===== config.mk =====
export PLATFORM = sky130hd
export DESIGN_NAME = ofm_postproc
export DESIGN_NICKNAME = d
export VERILOG_FILES = /design/src/rtl/ofm_postproc_pkg.sv /design/src/rtl/requant_lane.sv /design/src/rtl/ofm_postproc.sv
export SDC_FILE = /design/constraint.sdc
export NUM_CORES = 2
export LEC_CHECK = 0
export ABC_CLOCK_PERIOD_IN_PS = 17750
export CAP_MARGIN = 20
export CORE_MARGIN = 2
export CORE_UTILIZATION = 40
export DETAILED_ROUTE_END_ITERATION = 16
export GPL_TIMING_DRIVEN = 0
export SLEW_MARGIN = 5
export SYNTH_ARGS = -nofsm -noshare
export SYNTH_HDL_FRONTEND = slang
export SYNTH_SLANG_ARGS = --single-unit

===== constraint.sdc =====
create_clock -name clk -period 17.75 [get_ports clk]
set_clock_uncertainty 0.05 [all_clocks]
set_input_delay 5.325 -clock clk [delete_from_list [all_inputs] [get_ports clk]]
set_output_delay 5.325 -clock clk [all_outputs]
set_load 0.02 [all_outputs]

===== src/rtl/ofm_postproc_pkg.sv =====
// rtl/ofm_postproc_pkg.sv - shared constants and helpers for the OFM post-processing pipeline
// Contents: leaky ReLU slope (LEAKY_MUL / 2^LEAKY_SHIFT), shift clamp limit,
// default accumulator-derived widths, width helpers and the shift clamp function.
package ofm_postproc_pkg;

    localparam int LEAKY_MUL     = 13;
    localparam int LEAKY_SHIFT   = 7;
    localparam int SHIFT_MAX     = 16;

    localparam int ACC_WIDTH_DEF = 16;
    localparam int SUM_W         = ACC_WIDTH_DEF + 1;
    localparam int RND_W         = ACC_WIDTH_DEF + 2;

    function automatic int sum_width(input int acc_w);
        return acc_w + 1;
    endfunction

    function automatic int rnd_width(input int acc_w);
        return acc_w + 2;
    endfunction

    // Shift amounts above SHIFT_MAX behave exactly like SHIFT_MAX.
    function automatic logic [4:0] clamp_shift(input logic [4:0] s);
        return (s > 5'(SHIFT_MAX)) ? 5'(SHIFT_MAX) : s;
    endfunction

endpackage


===== src/rtl/requant_lane.sv =====
// rtl/requant_lane.sv - combinational single-lane requantization and activation math
// Two independent paths; the caller registers between them.
//   sum, shift_amt -> r_out : (sum + rnd) >>> shift, rounding half toward +inf
//   r_in, leaky_en -> q_out : optional leaky ReLU then saturation to DATA_WIDTH
//   clipped (OFM_POSTPROC_SAT_CNT_EN only) : q_out was saturated
module requant_lane
    import ofm_postproc_pkg::*;
#(
    parameter int SUM_WIDTH  = SUM_W,
    parameter int RND_WIDTH  = RND_W,
    parameter int DATA_WIDTH = 8
) (
    input  logic [SUM_WIDTH-1:0]  sum,
    input  logic [4:0]            shift_amt,
    output logic [RND_WIDTH-1:0]  r_out,
    input  logic [RND_WIDTH-1:0]  r_in,
    input  logic                  leaky_en,
`ifdef OFM_POSTPROC_SAT_CNT_EN
    output logic                  clipped,
`endif
    output logic [DATA_WIDTH-1:0] q_out
);

    // Headroom for r * LEAKY_MUL without overflow.
    localparam int PW     = RND_WIDTH + 6;
    localparam int QMAX_I = (1 << (DATA_WIDTH - 1)) - 1;
    localparam int QMIN_I = -QMAX_I - 1;

    logic [4:0]                  sh;
    logic signed [RND_WIDTH-1:0] sum_x;
    logic signed [RND_WIDTH-1:0] rnd;
    logic signed [RND_WIDTH-1:0] biased;

    always_comb begin
        sh     = clamp_shift(shift_amt);
        sum_x  = RND_WIDTH'($signed(sum));
        rnd    = (sh == 5'd0) ? '0 : (RND_WIDTH'(1) << (sh - 5'd1));
        biased = sum_x + rnd;
        r_out  = biased >>> sh;
    end

    logic signed [PW-1:0] r_x;
    logic signed [PW-1:0] prod;
    logic signed [PW-1:0] act;
    logic                 sat_hi;
    logic                 sat_lo;

    always_comb begin
        r_x    = PW'($signed(r_in));
        prod   = r_x * PW'(LEAKY_MUL);
        // Arithmetic shift floors the negative product.
        act    = (leaky_en && (r_x < 0)) ? (prod >>> LEAKY_SHIFT) : r_x;
        sat_hi = act > PW'(QMAX_I);
        sat_lo = act < PW'(QMIN_I);
        q_out  = act[DATA_WIDTH-1:0];
        if (sat_hi) begin
            q_out = DATA_WIDTH'(QMAX_I);
        end else if (sat_lo) begin
            q_out = DATA_WIDTH'(QMIN_I);
        end
    end

`ifdef OFM_POSTPROC_SAT_CNT_EN
    assign clipped = sat_hi | sat_lo;
`endif

endmodule


===== src/rtl/ofm_postproc.sv =====
// rtl/ofm_postproc.sv - bias/requant/leaky-ReLU/int8 post-processing of PE array rows
// Elastic 3-stage valid/ready pipeline: S1 bias add, S2 rounding shift, S3 activation+saturation.
// Ports: clk, rst (sync active-high); in_valid/in_ready/in_data (SYSTOLIC_SIZE x ACC_WIDTH);
// bias_we/bias_addr/bias_din lane bias writes; shift_amt, leaky_en frame-static controls;
// out_valid/out_ready/out_data (SYSTOLIC_SIZE x DATA_WIDTH); out_last final beat of frame;
// frame_done pulse after the out_last handshake.
// Optional macro OFM_POSTPROC_SAT_CNT_EN adds sat_count (clipped lanes per frame).
module ofm_postproc
    import ofm_postproc_pkg::*;
#(
    parameter int SYSTOLIC_SIZE = 16,
    parameter int ACC_WIDTH     = ACC_WIDTH_DEF,
    parameter int DATA_WIDTH    = 8,
    parameter int OUT_WORDS     = 1024
) (
    input  logic                                  clk,
    input  logic                                  rst,
    input  logic                                  in_valid,
    output logic                                  in_ready,
    input  logic [SYSTOLIC_SIZE*ACC_WIDTH-1:0]    in_data,
    input  logic                                  bias_we,
    input  logic [$clog2(SYSTOLIC_SIZE)-1:0]      bias_addr,
    input  logic [ACC_WIDTH-1:0]                  bias_din,
    input  logic [4:0]                            shift_amt,
    input  logic                                  leaky_en,
    output logic                                  out_valid,
    input  logic                                  out_ready,
    output logic [SYSTOLIC_SIZE*DATA_WIDTH-1:0]   out_data,
    output logic                                  out_last,
`ifdef OFM_POSTPROC_SAT_CNT_EN
    output logic [31:0]                           sat_count,
`endif
    output logic                                  frame_done
);

    localparam int SW = sum_width(ACC_WIDTH);
    localparam int RW = rnd_width(ACC_WIDTH);
    localparam int CW = (OUT_WORDS > 1) ? $clog2(OUT_WORDS) : 1;
    localparam logic [CW-1:0] CNT_LAST = CW'(OUT_WORDS - 1);

    logic [ACC_WIDTH-1:0] bias    [SYSTOLIC_SIZE];
    logic [SW-1:0]        sum_nxt [SYSTOLIC_SIZE];
    logic [SW-1:0]        s1_sum  [SYSTOLIC_SIZE];
    logic [RW-1:0]        r_nxt   [SYSTOLIC_SIZE];
    logic [RW-1:0]        s2_r    [SYSTOLIC_SIZE];
    logic [SYSTOLIC_SIZE*DATA_WIDTH-1:0] q_nxt;

    logic v1, v2, v3;
    logic en1, en2, en3;
    logic out_hs;
    logic [CW-1:0] cnt;

    // A stage may load when it is empty or its content moves on this edge.
    assign en3      = !v3 || out_ready;
    assign en2      = !v2 || en3;
    assign en1      = !v1 || en2;
    assign in_ready = en1;

    assign out_valid = v3;
    assign out_hs    = v3 && out_ready;
    assign out_last  = v3 && (cnt == CNT_LAST);

    always_comb begin
        for (int i = 0; i < SYSTOLIC_SIZE; i++) begin
            sum_nxt[i] = SW'($signed(in_data[i*ACC_WIDTH +: ACC_WIDTH])) + SW'($signed(bias[i]));
        end
    end

`ifdef OFM_POSTPROC_SAT_CNT_EN
    localparam int NW = $clog2(SYSTOLIC_SIZE + 1);
    logic [SYSTOLIC_SIZE-1:0] clip_nxt;
    logic [NW-1:0]            clip_cnt_nxt;
    logic [NW-1:0]            s3_clips;
    logic [32:0]              sat_sum;
`endif

    for (genvar g = 0; g < SYSTOLIC_SIZE; g++) begin : g_lane
        requant_lane #(
            .SUM_WIDTH  (SW),
            .RND_WIDTH  (RW),
            .DATA_WIDTH (DATA_WIDTH)
        ) u_lane (
            .sum        (s1_sum[g]),
            .shift_amt  (shift_amt),
            .r_out      (r_nxt[g]),
            .r_in       (s2_r[g]),
            .leaky_en   (leaky_en),
`ifdef OFM_POSTPROC_SAT_CNT_EN
            .clipped    (clip_nxt[g]),
`endif
            .q_out      (q_nxt[g*DATA_WIDTH +: DATA_WIDTH])
        );
    end

    always_ff @(posedge clk) begin
        if (rst) begin
            v1         <= 1'b0;
            v2         <= 1'b0;
            v3         <= 1'b0;
            out_data   <= '0;
            cnt        <= '0;
            frame_done <= 1'b0;
            for (int i = 0; i < SYSTOLIC_SIZE; i++) begin
                bias[i]   <= '0;
                s1_sum[i] <= '0;
                s2_r[i]   <= '0;
            end
        end else begin
            if (bias_we) begin
                bias[bias_addr] <= bias_din;
            end
            if (en1) begin
                v1 <= in_valid;
                if (in_valid) begin
                    s1_sum <= sum_nxt;
                end
            end
            if (en2) begin
                v2 <= v1;
                if (v1) begin
                    s2_r <= r_nxt;
                end
            end
            if (en3) begin
                v3 <= v2;
                if (v2) begin
                    out_data <= q_nxt;
                end
            end
            if (out_hs) begin
                cnt <= out_last ? '0 : cnt + CW'(1);
            end
            frame_done <= out_hs && out_last;
        end
    end

`ifdef OFM_POSTPROC_SAT_CNT_EN
    always_comb begin
        clip_cnt_nxt = '0;
        for (int i = 0; i < SYSTOLIC_SIZE; i++) begin
            clip_cnt_nxt = clip_cnt_nxt + NW'(clip_nxt[i]);
        end
    end

    // The clear on frame_done and the add of a concurrent beat share one cycle.
    always_comb begin
        sat_sum = {1'b0, (frame_done ? 32'd0 : sat_count)} + (out_hs ? 33'(s3_clips) : 33'd0);
    end

    always_ff @(posedge clk) begin
        if (rst) begin
            s3_clips  <= '0;
            sat_count <= '0;
        end else begin
            if (en3 && v2) begin
                s3_clips <= clip_cnt_nxt;
            end
            sat_count <= sat_sum[32] ? 32'hFFFF_FFFF : sat_sum[31:0];
        end
    end
`endif

endmodule


Word level (Yosys, flattened, before mapping)
Memory sizes are Yosys's and may differ from the RTL's.
Index checks and enable logic that the tools add are counted.
{ "word_totals": {"ff_bits": 702, "mem_bits_rw": 256, "input_bits": 287, "output_inout_bits": 132, "wordCells": 245, "mem_count": 1} }
{ "mem_list": {"columns": ["name", "depth", "width", "rd", "rd_ports_with_merged_regs", "write_ports", "line_no", "rtl"], "rows": [
  ["bias", 16, 16, 16, 0, 16, "ofm_postproc.sv:41", "logic [ACC_WIDTH-1:0] bias [SYSTOLIC_SIZE];"]
]} }
{ "classes": {"add_sub_neg": 34, "multipliers": 16, "order_cmp": 49, "eq_ne": 1, "n_shift": 17, "n_mux": 59, "reduce_logical": 30} }
{ "op_table": {"columns": ["operator", "n"], "rows": [
  ["$gt A24 B8 Y1 const B", 16],
  ["$lt A24 B8 Y1 const B", 16],
  ["$mux W24", 16],
  ["$mul A18 B5 Y23 const B", 16],
  ["$add A17 B18 Y18", 16],
  ["$lt A18 B1 Y1 const B", 16],
  ["$sshr A18 B5 Y18", 16],
  ["$add A16 B16 Y17", 16],
  ["$mux W8", 32],
  ["$logic_and A1 B1 Y1", 19],
  ["$mux W18", 1],
  ["$shl A1 B5 Y18 const A", 1],
  ["$mux W16", 1],
  ["$reduce_or A16 Y1", 1],
  ["$add A10 B1 Y10 const B", 1],
  ["$eq A10 B10 Y1 const B", 1],
  ["$mux W10", 1],
  ["$mux W1", 6],
  ["$reduce_and A2 Y1", 3],
  ["$gt A5 B5 Y1 const B", 1],
  ["$logic_not A5 Y1", 1],
  ["$mux W5", 1],
  ["$sub A5 B1 Y5 const B", 1],
  ["$mux W4", 1],
  ["other kinds (2)", 6]
]} }

Logic depth before layout (Yosys ltp)
{ "logic_depth": {"ltp_word": 7, "mapped_depth": 23, "mapped_depth_nobuf": 17} }

Modules after synthesis
A second synthesis with hierarchy kept.
{ "unflattened": {"hier_cells": 14776, "hier_area_um2": 112694.3} }
{ "by_module_without_submodules": {"columns": ["mod", "instances", "cells_each", "area_per_inst_um2", "seq_area_each_um2"], "rows": [
  ["ofm_postproc", 1, 5065, 44735.4, 21740.9],
  ["requant_lane (g_lane[13].u_lane ...)", 6, 625, 4356.7, 0.0],
  ["requant_lane (g_lane[5].u_lane ...)", 5, 615, 4226.6, 0.0],
  ["requant_lane (g_lane[0].u_lane ...)", 4, 583, 4187.8, 0.0],
  ["requant_lane (g_lane[4].u_lane)", 1, 554, 3935.0, 0.0]
]} }

Worst setup path after synthesis
OpenSTA, ideal clock, no wires.
{ "synth_path": {"kind": "input -> register", "start": "in shift_amt[0]", "end": "reg s2_r[74] (netlist name)", "setup_time_ns": 0.119, "arrival_ns": 11.080, "t_required_ns": 17.581, "slack_ns": 6.502, "path_stages": 22, "path_buffers": 8, "path_cell_list": "buf_4 buf_2 buf_1 nand2_1 clkbuf_1 clkbuf_1 buf_1 clkbuf_1 clkbuf_1 nor3_1 ha_1 o21ai_0 a211o_1 a221oi_2 o21ai_1 o21ai_2 a311o_1 o31a_1 xnor2_2 o21ai_1 or4_1 o221a_2"} }
{ "synth_via": {"elab_chain_cells": 7, "word_cells_on_any_way": 8, "cone_classes": "add/sub: 2; order compare: 1; shift: 2; mux: 2; reduce/logical: 1"} }
{ "synth_rtl": {"columns": ["item", "line_no", "rtl"], "rows": [
  ["start, declared", "ofm_postproc.sv:24", "input logic [4:0] shift_amt,"],
  ["$gt A5 B5 Y1", "ofm_postproc_pkg.sv:24", "return (s > 5'(SHIFT_MAX)) ? 5'(SHIFT_MAX) : s;"],
  ["$mux W5 *", "ofm_postproc_pkg.sv:24", null],
  ["$sub A5 B1 Y5", "requant_lane.sv:37", "rnd = (sh == 5'd0) ? '0 : (RND_WIDTH'(1) << (sh - 5'd1));"],
  ["$shl A1 B5 Y18", "requant_lane.sv:37", null],
  ["$mux W18", "requant_lane.sv:37", null],
  ["$add A17 B18 Y18", "requant_lane.sv:38", "biased = sum_x + rnd;"],
  ["$sshr A18 B5 Y18 *", "requant_lane.sv:39", "r_out = biased >>> sh;"],
  ["end signal, assigned", "ofm_postproc.sv:121", "s2_r <= r_nxt;"],
  ["end, declared", "ofm_postproc.sv:45", "logic [RW-1:0] s2_r [SYSTOLIC_SIZE];"]
]} }
Mark *: on every way between the ends. The rest lies on a longest branch, timed or not.
A chain may end at the register's enable or synchronous reset.

Worst setup path after layout
{ "layout_path": {"start": "in shift_amt[0]", "end": "reg s2_r[254] (netlist name)"} }
Same word-level chain as after synthesis.

==> reports/metrics.csv <==
metric,value,unit
chipWidth,507.5,um
die-area,257500,um2
multi_input_area,72700,um2
min_path_type,flop to flop,
slew_headroom,8.105,%
grt_pass1_vias,98200,
hold_viol_final,0,
max_freq,59.45,MHz
rows,184,
power_density,73.80,nW/um2
crit_type,primary input to flop,
synth_area_per_cell,7.972,um2
synthFlopType,dfxtp_1,
async_flop_share,0,%
synthCells,12720,
status,finished clean,
fin_crit_sh,94.76,%
yosysWarnings,0,
fin_crit,16.82,ns
cts_tree,done,
cts_made_buffers,116,
synth-seq-cells,958,
mostFrequentLayoutCells,"ha_1, inv_1, nand2_1",
num-fill-cells,25570,
grt_usage,45.71,%
drv_slew,0,
cts-htree-levels,3,
dp_slack,1.092,ns
ir_drop,0.08900,mV
worstSkewPairLatency,0.85,ns
initial_utilization,40.29,%
io_pins,419,
cts_max_path_buffers,3,
routedWlPerCell,35.87,um
post_cts_buffers,0,
area_growth,15.41,%
cts_resized,0,
placed_cells,16680,
portBuffers,416,
rsz0062_at_grt,false,
seqCellArea,21740,um2
final_common_cell,ha_1,
synth-edff-count,256,
routed_via_density,6.326,
grt_pass1_wl,817600,um
ant_nets,0,
arrival,17.47,ns
p_leak,0.05257,uW
holdBufCountCts,0,
chipHeight,507.5,um
startpoint_type,primary input,
synth_top_area_share,16.31,%
finalSetupViolations,0,
yosysUniqueCellTypes,129,
gp_congestion,1.107,
synth_area_leaders,"ha_1, dfxtp_1, edfxtp_1, fa_1, a21oi_1",
path_cells,"clkdlybuf4s50_1, buf_4, buf_2, buf_1, nand2_1, clkbuf_1, clkbuf_1, buf_8, buf_1, clkbuf_2, clkbuf_2, nor3_2, buf_6, ha_1, maj3_1, a2111oi_2, o31ai_4, a21oi_1, nor3_1, nor3_1, o21ai_1, a211oi_1, a31oi_1",
worstMarginPinSlew,1.378,ns
clk_pin_slew,0.06,ns
slowest_delay,1.02,ns
drt-initial-drc-count,12890,
dr_total_vias,107300,
cp_data_required_time,18.40,ns
yosysTopAreaCell,ha_1,
layout.nets,15350,
setup_ws,0.9298,ns
syn_area,101400,um2
core_area,251600,um2
ys_seq_area_share,21.44,%
grt_overflow,0,
firstDrtPassIters,8,
hpwl,494600,um
drive_gt1_share,6.306,%
grt_max_degree,19,
antenna_found_initial,64,
end_kind,flop,
drt_wl_total,608500,um
crit_fanout,10,
cp_slowest_cell,nor3_1,
drv_cap,0,
cts_sinks,958,
cts_root_buf,clkbuf_16,
drc,0,
fin_cells,16960,
layer usage:
metal | up-vias | GRT usage, % | part of all wire [%]
met4 | 30 | 30.87 | 8.4
met3 | 1936 | 12.95 | 10
met5 | - | 0 | 0.037
met1 | 51860 | 59.19 | 41
li1 | 47120 | - | -
met2 | 6363 | 65.64 | 40
synth_stat cells, drive strengths merged (32+ instances only):
library cell / number
a2111oi: 65
a211o: 37
a211oi: 209
a21boi: 34
a21o: 217
a21oi: 1091
a221o: 32
a221oi: 81
a22oi: 44
a311oi: 54
a31oi: 207
and2: 324
and3: 103
buf: 91
clkbuf: 516
dfxtp: 702
edfxtp: 256
fa: 281
ha: 1322
inv: 1298
mux2: 41
mux2i: 186
nand2: 1279
nand2b: 104
nand3: 181
nand4: 67
nor2: 837
nor2b: 85
nor3: 292
nor3b: 35
nor4: 43
o2111ai: 34
o211a: 41
o211ai: 163
o21a: 106
o21ai: 809
o21bai: 48
o221ai: 40
o22ai: 62
o31ai: 91
or2: 43
or3: 101
xnor2: 452
xor2: 171
report_power, final:
group / switching, uW / leakage (uW) / total, uW / internal, uW
Sequential: 234 / 0.00821 / 2640 / 2410
Combinational: 2340 / 0.0425 / 3470 / 1130
Clock: 1150 / 0.00190 / 2530 / 1380
Total: 3720 / 0.0526 / 8640 / 4910
worst max-delay path, delay by kind of cell:
family,cells,cell delay (ns)
simple gates,4,2.20
buf+inv,11,6.09
compound gates,6,3.12
fa+ha+maj,2,0.61
registers in the layout, indices dropped and copies added (netlist names):
signal and cells:
s2_r 288, s1_sum 272, bias 256, out_data 128, cnt 10, frame_done 1
out_valid 1, v1 1, v2 1
through the flow:
stage | instance area [um2] | hold WS [ns] | total power (uW) | TNS, ns | utilization, %
final | 117000 | 0.4042 | 8637 | 0 | 46.50
after floorplan | 101400 | 0.3862 | 4488 | 0 | -
after global routing | 116900 | 0.4177 | 8890 | 0 | 46.47
after CTS | 116800 | 0.4057 | 8462 | 0 | 46.40
after detailed placement | 112900 | 0.3973 | 5949 | 0 | 44.85
after global placement | 109800 | 0.3938 | 5873 | -528.40 | 43.64
path summary, 6_finish.rpt:
| kind | to | cells after the start | startpoint | slack, ns |
|---|---|---|---|---|
| worst max-delay path | s2_r[254] | 23 | shift_amt[0] | 0.93 |
| worst min-delay path | out_data[87] | 2 | out_data[87] | 0.40 |
| worst max register to register | out_data[58] | 15 | s2_r[148] | 12.10 |
| worst min register to register | out_data[87] | 2 | out_data[87] | 0.40 |
cell families (layout without fill, tap and decap cells):
family	Yosys count	after routing	share of synthesized area (%)
adder cells (fa/ha/maj)	1616	1616	21.99
buffers and inverters	1905	2731	7.144
AO/OA/AOI/OAI	3772	3772	24.48
XOR/XNOR	623	623	5.463
flip-flops	958	958	21.44
AND/OR/NAND/NOR	3596	3596	16.74
multiplexers	247	247	2.736
other	1	70	0.003699
area by class of cell:
cell class / count / share of cell area, %
clock inverters: 54 / 0.4576
repair buffers: 611 / 5.926
diodes: 54 / 0.1155
clock buffers: 161 / 2.878
inverters: 1298 / 4.164
multi-input cells: 9870 / 62.13
flip-flops and latches: 958 / 18.58
well taps: 3348 / 3.580
plain buffers: 607 / 2.172
Power figures use the tool's default switching activity.
